--- config.mk ---
export PLATFORM = sky130hd
export DESIGN_NAME = nclus_readout_arbiter_flat
export DESIGN_NICKNAME = d
export VERILOG_FILES = /design/src/rtl/nclus_readout_arbiter_if.sv /design/src/rtl/nclus_readout_arbiter.sv /design/src/flat_wrapper.sv
export SDC_FILE = /design/constraint.sdc
export NUM_CORES = 1
export LEC_CHECK = 0
export CAP_MARGIN = 15
export CORE_MARGIN = 4
export CORE_UTILIZATION = 28
export DETAILED_ROUTE_END_ITERATION = 8
export PLACE_DENSITY_LB_ADDON = 0.1
export SYNTH_ARGS = -nofsm -noshare
export SYNTH_HDL_FRONTEND = slang
export SYNTH_SLANG_ARGS = --single-unit
--- constraint.sdc ---
create_clock -name clk -period 4.1 [get_ports clk]
set_input_delay 1.23 -clock clk [delete_from_list [all_inputs] [get_ports clk]]
set_output_delay 1.23 -clock clk [all_outputs]
set_load 0.01 [all_outputs]
--- src/rtl/nclus_readout_arbiter_if.sv ---
// Request/grant/read-port bundle between the channel simulators, the readout arbiter and the FIFO side.
interface nclus_readout_arbiter_if #(
    parameter int NREQ   = 4,
    parameter int ADDR_W = 12,
    parameter int CNT_W  = 16
);
    logic              in_live;
    logic              user_ena;
    logic [3:0]        user_nwords;
    logic [NREQ-1:0]   in_req;
    logic [NREQ-1:0]   out_gnt;
    logic              out_rena;
    logic [ADDR_W-1:0] out_raddr;
    logic              out_busy;
    logic [CNT_W-1:0]  out_drop_cnt;

    modport master (
        output in_live, user_ena, user_nwords, in_req,
        input  out_gnt, out_rena, out_raddr, out_busy, out_drop_cnt
    );

    modport slave (
        input  in_live, user_ena, user_nwords, in_req,
        output out_gnt, out_rena, out_raddr, out_busy, out_drop_cnt
    );
endinterface

--- src/rtl/nclus_readout_arbiter.sv ---
// Round-robin arbiter that bursts reads from one channel's cluster-buffer region at a time.
// Define NCLUS_ARB_FIXED_PRIO_EN to select the lowest pending channel instead of round-robin.
module nclus_readout_arbiter #(
    parameter int NREQ   = 4,
    parameter int ADDR_W = 12,
    parameter int CNT_W  = 16
) (
    input logic clk,
    input logic rst,
    nclus_readout_arbiter_if.slave bus
);
    localparam int SEL_W = $clog2(NREQ);
    localparam int PTR_W = ADDR_W - SEL_W;

    typedef enum logic [1:0] {IDLE, GRANT, BURST, GAP} state_t;

    state_t            state, state_nxt;
    logic [NREQ-1:0]   pending, clr, drops;
    logic [PTR_W-1:0]  ptr [NREQ];
    logic [SEL_W-1:0]  sel, sel_nxt, rr_last;
    logic [3:0]        nw, cnt;
    logic [NREQ-1:0]   gnt, gnt_nxt;
    logic              rena, rena_nxt, issue;
    logic [ADDR_W-1:0] raddr;
    logic [CNT_W-1:0]  drop_cnt;
    logic [CNT_W:0]    drop_sum;

    always_comb begin
        sel_nxt = sel;
`ifdef NCLUS_ARB_FIXED_PRIO_EN
        for (int i = NREQ - 1; i >= 0; i--) begin
            if (pending[i]) sel_nxt = SEL_W'(i);
        end
`else
        // Scan downwards so the nearest pending channel after rr_last is assigned last.
        for (int k = NREQ; k >= 1; k--) begin
            if (pending[rr_last + SEL_W'(k)]) sel_nxt = rr_last + SEL_W'(k);
        end
`endif
    end

    always_comb begin
        state_nxt = state;
        gnt_nxt   = gnt;
        rena_nxt  = 1'b0;
        issue     = 1'b0;
        clr       = '0;
        case (state)
            IDLE: begin
                if (bus.user_ena && (|pending)) begin
                    state_nxt = GRANT;
                    gnt_nxt   = NREQ'(1) << sel_nxt;
                end
            end
            GRANT: begin
                clr[sel] = 1'b1;
                if (bus.user_nwords == 4'd0) begin
                    state_nxt = GAP;
                    gnt_nxt   = '0;
                end else begin
                    state_nxt = BURST;
                    rena_nxt  = 1'b1;
                    issue     = 1'b1;
                end
            end
            BURST: begin
                if (cnt == nw) begin
                    state_nxt = GAP;
                    gnt_nxt   = '0;
                end else begin
                    rena_nxt = 1'b1;
                    issue    = 1'b1;
                end
            end
            GAP:     state_nxt = IDLE;
            default: state_nxt = IDLE;
        endcase
    end

    // A request landing on an already-pending, not-being-served channel is lost.
    assign drops    = bus.in_req & pending & ~clr;
    assign drop_sum = {1'b0, drop_cnt} + (CNT_W + 1)'($countones(drops));

    always_ff @(posedge clk) begin
        if (rst || !bus.in_live) state <= IDLE;
        else                     state <= state_nxt;
    end

    always_ff @(posedge clk) begin
        if (rst || !bus.in_live) begin
            pending <= '0;
            rr_last <= SEL_W'(NREQ - 1);
            gnt     <= '0;
            rena    <= 1'b0;
            raddr   <= '1;
            sel     <= '0;
            nw      <= '0;
            cnt     <= '0;
            if (rst) begin
                drop_cnt <= '0;
                for (int i = 0; i < NREQ; i++) ptr[i] <= '0;
            end
        end else begin
            pending  <= bus.in_req | (pending & ~clr);
            drop_cnt <= drop_sum[CNT_W] ? '1 : drop_sum[CNT_W-1:0];
            gnt      <= gnt_nxt;
            rena     <= rena_nxt;
            if (state == IDLE) sel <= sel_nxt;
            if (state == GRANT) begin
                nw      <= bus.user_nwords;
                rr_last <= sel;
            end
            // Reads are registered, so each one is launched the cycle before it appears.
            if (issue) begin
                raddr    <= {sel, ptr[sel]};
                ptr[sel] <= ptr[sel] + PTR_W'(1);
                cnt      <= (state == GRANT) ? 4'd1 : cnt + 4'd1;
            end
        end
    end

    assign bus.out_gnt      = gnt;
    assign bus.out_rena     = rena;
    assign bus.out_raddr    = raddr;
    assign bus.out_busy     = (state != IDLE);
    assign bus.out_drop_cnt = drop_cnt;
endmodule

--- src/flat_wrapper.sv ---
// flat-port wrapper written by rule: the top's interface ports become plain ports
module nclus_readout_arbiter_flat 
#(
    parameter int NREQ   = 4,
    parameter int ADDR_W = 12,
    parameter int CNT_W  = 16
)
  (clk, rst, bus_in_live, bus_user_ena, bus_user_nwords, bus_in_req, bus_out_gnt, bus_out_rena, bus_out_raddr, bus_out_busy, bus_out_drop_cnt);
  nclus_readout_arbiter_if #(.NREQ(NREQ), .ADDR_W(ADDR_W), .CNT_W(CNT_W)) bus_i ();
  input logic clk;
  input logic rst;
  input wire logic [$bits(bus_i.in_live)-1:0] bus_in_live;
  input wire logic [$bits(bus_i.user_ena)-1:0] bus_user_ena;
  input wire logic [$bits(bus_i.user_nwords)-1:0] bus_user_nwords;
  input wire logic [$bits(bus_i.in_req)-1:0] bus_in_req;
  output wire logic [$bits(bus_i.out_gnt)-1:0] bus_out_gnt;
  output wire logic [$bits(bus_i.out_rena)-1:0] bus_out_rena;
  output wire logic [$bits(bus_i.out_raddr)-1:0] bus_out_raddr;
  output wire logic [$bits(bus_i.out_busy)-1:0] bus_out_busy;
  output wire logic [$bits(bus_i.out_drop_cnt)-1:0] bus_out_drop_cnt;
  assign bus_i.in_live = bus_in_live;
  assign bus_i.user_ena = bus_user_ena;
  assign bus_i.user_nwords = bus_user_nwords;
  assign bus_i.in_req = bus_in_req;
  assign bus_out_gnt = bus_i.out_gnt;
  assign bus_out_rena = bus_i.out_rena;
  assign bus_out_raddr = bus_i.out_raddr;
  assign bus_out_busy = bus_i.out_busy;
  assign bus_out_drop_cnt = bus_i.out_drop_cnt;
  nclus_readout_arbiter #(.NREQ(NREQ), .ADDR_W(ADDR_W), .CNT_W(CNT_W)) u_core (.clk(clk), .rst(rst), .bus(bus_i));
endmodule
==> qor.csv <==
metric;value;unit
library cells used by synthesis;61;
Synth Cell Area;0.00453;mm2
first-pass GRT wire length;17.4;mm
Post-Route M1 WL;5.08;mm
top-area cell type share of the netlist area;0.372;
Synth area leader;edfxtp_1;
layout cells sized above 1;0.0978;
Worst-Margin Slew;0.726;ns
Max VDD drop;206;uV
IO Count;46;
final std cells w/o fill;666;
CP Max Fanout;3;
min-delay worst type;flip-flop to flip-flop;
initial antenna violation count;0;
die area;0.0183;mm2
# Post-CTS Setup Buffers;0;
max layer used;met4;
cells after synthesis;395;
Pins Over Slew Limit;0;
Final Power;2.12;mW
Max-slew headroom;0.515;
vias in the first global route;3218;
drt pass-1 iters;4;
max cap viols;0;
cell area after layout;0.00555;mm2
Final Hold Viols;0;
crit end category;flip-flop;
Final period util;0.897;
clk_skew;0.00731;ns
Leak;2.04;nW
CTS tree;built;
Post-synth ARST share;0;
Final setup viols;0;
Root Driver;clkbuf_16;
clk slew on worst S/H paths;0.07;ns
met2 wire len;5.03;mm
Clk Latency, worst-skew pair;0.35;ns
worst hold start;u_core.bus.out_raddr[7];
Congestion Overflow GR;0;
clock sink count;93;
cell with the most instances after synthesis;edfxtp_1;
# nets final;470;
startpoint types;input pin;
DR vias;3123;
TNS Setup;0;ns
Reg-to-Reg Start;u_core.state[1];
die width;135;um
area growth from synthesis to layout;22.6;%
Die H;135;um
RSZ-0062 raised after global routing;no;
largest net degree at the start of global routing;27;
top post-synthesis cells by area;edfxtp_1, dfxtp_1, nor2_1, mux4_1, a21oi_1;
# H-tree levels;3;
hold buffers post-CTS;0;
Post-synth top cells;edfxtp_1, nor2_1, dfxtp_1, a21oi_1, nand2_1;
count of placed standard cells including taps;650;
filler cell count;1618;
Setup crit start;bus_in_req[0];
CTS max path bufs;2;
number of enable flip-flop cells after synthesis;56;
Initial Util;0.285;
Synthesized Nets;420;
post_cts resized;0;
Max Clk Rate;272;MHz
clock buffer count from CTS;9;
Global Route Usage Sum;0.125;
Worst EP required;4.19;ns
Setup CP Type;input pin to flip-flop;
Inserted Diodes;0;
Util after Layout;0.349;
hpwl dp;7.41;mm
Worst Path Arrival;3.77;ns
Initial DRC Count;216;
status;finished clean;
Port Buffers;45;
register area share after synthesis;0.535;
Ys Warns;0;
wire length on met3;374;um
Vias/cell;4.69;
Min Clock Period, post-route;3.68;ns
Placed Area;0.00524;mm2
# DRC;0;
core area;0.0159;mm2
Final Wtd Congestion;0.771;
total wire length;10.7;mm
syn_area_per_cell;11.5;um2
post-route ant nets;0;
# rows;46;
DR WL/cell;16.1;um
Power per Cell Area;383;mW/mm2
predominant post-synthesis flop cell;edfxtp_1;
#FFs+latches synth;93;
[area by class of cell]
cell class / instances / area, um2 / area share
Sequential cell: 93 / 2420 / 0.437
Multi-Input combinational cell: 265 / 1930 / 0.348
Timing Repair Buffer: 56 / 533 / 0.0961
Clock buffer: 11 / 275 / 0.0496
Tap cell: 216 / 270 / 0.0487
Inverter: 20 / 77.6 / 0.0140
Clock inverter: 5 / 37.5 / 0.00676
[final timing paths]
kind,to,slack [ns],depth (start not counted)
max reg2reg,u_core.bus.out_drop_cnt[15],0.72,16
max,u_core.bus.out_drop_cnt[15],0.42,13
min reg2reg,u_core.bus.out_raddr[7],0.46,1
min,u_core.bus.out_raddr[7],0.46,1
[logic make-up after synthesis]
family	synth area share
flip-flops	0.535
AO/OA/AOI/OAI	0.112
multiplexers	0.0680
AND/OR/NAND/NOR	0.162
adder cells (fa/ha/maj)	0.0409
buffers and inverters	0.0376
XOR/XNOR	0.0442
[state kept, by name, summed over array words and instances, names as in the netlist, named ones only]
register / cells
u_core.bus.out_gnt: 4
u_core.state: 2
u_core.sel: 2
u_core.bus.out_raddr: 12
u_core.nw: 4
u_core.pending: 4
u_core.bus.out_rena: 1
u_core.cnt: 4
u_core.bus.out_drop_cnt: 16
u_core.ptr: 40
u_core.rr_last: 2
[per-layer routing]
metal  GRT usage  vias up
li1            -     1544
met1       0.166     1515
met2       0.198       50
met3      0.0234       14
met4      0.0560        0
met5           0        -
[power breakdown]
| group | internal (mW) | total, mW | switching, mW |
|---|---|---|---|
| Sequential | 1.02 | 1.06 | 0.0348 |
| Clock | 0.489 | 0.871 | 0.381 |
| Combinational | 0.0890 | 0.197 | 0.108 |
| Total | 1.60 | 2.12 | 0.524 |
[metrics by stage]
| step | setup slack [ns] | hold WS [ns] |
|---|---|---|
| 3_3_place_gp | 0.0894 | 0.444 |
| 6_report | 0.420 | 0.461 |
| 3_5_place_dp | 0.0249 | 0.452 |
| 5_1_grt | 0.110 | 0.483 |
| 4_1_cts | 0.420 | 0.467 |
| 2_1_floorplan | 0.570 | 0.473 |
[worst max-delay path, stage by stage]
cell and delay [ns]:
clkdlybuf4s50_1 0.42, and3_1 0.17, ha_1 0.19, inv_1 0.07
fa_1 0.40, inv_1 0.06, ha_1 0.18, fa_1 0.21
nand3_1 0.11, nor3_1 0.35, nand3_1 0.14, xor2_1 0.15
a21oi_1 0.08
[placed cells by master, fill, tap and decap left out, types with 6 or more instances in the layout]
master,count
mux4_1,6
ha_1,10
nand2b_1,11
clkdlybuf4s50_1,45
clkbuf_16,11
nand3_1,13
mux2i_1,6
o22a_1,8
inv_1,19
xor2_1,11
and3_1,9
edfxtp_1,56
a21oi_1,26
buf_4,11
nor2_1,52
xnor2_1,10
nor3_1,6
nand2_1,25
dfxtp_1,37
No activity file was read; power rests on OpenSTA's default activity.
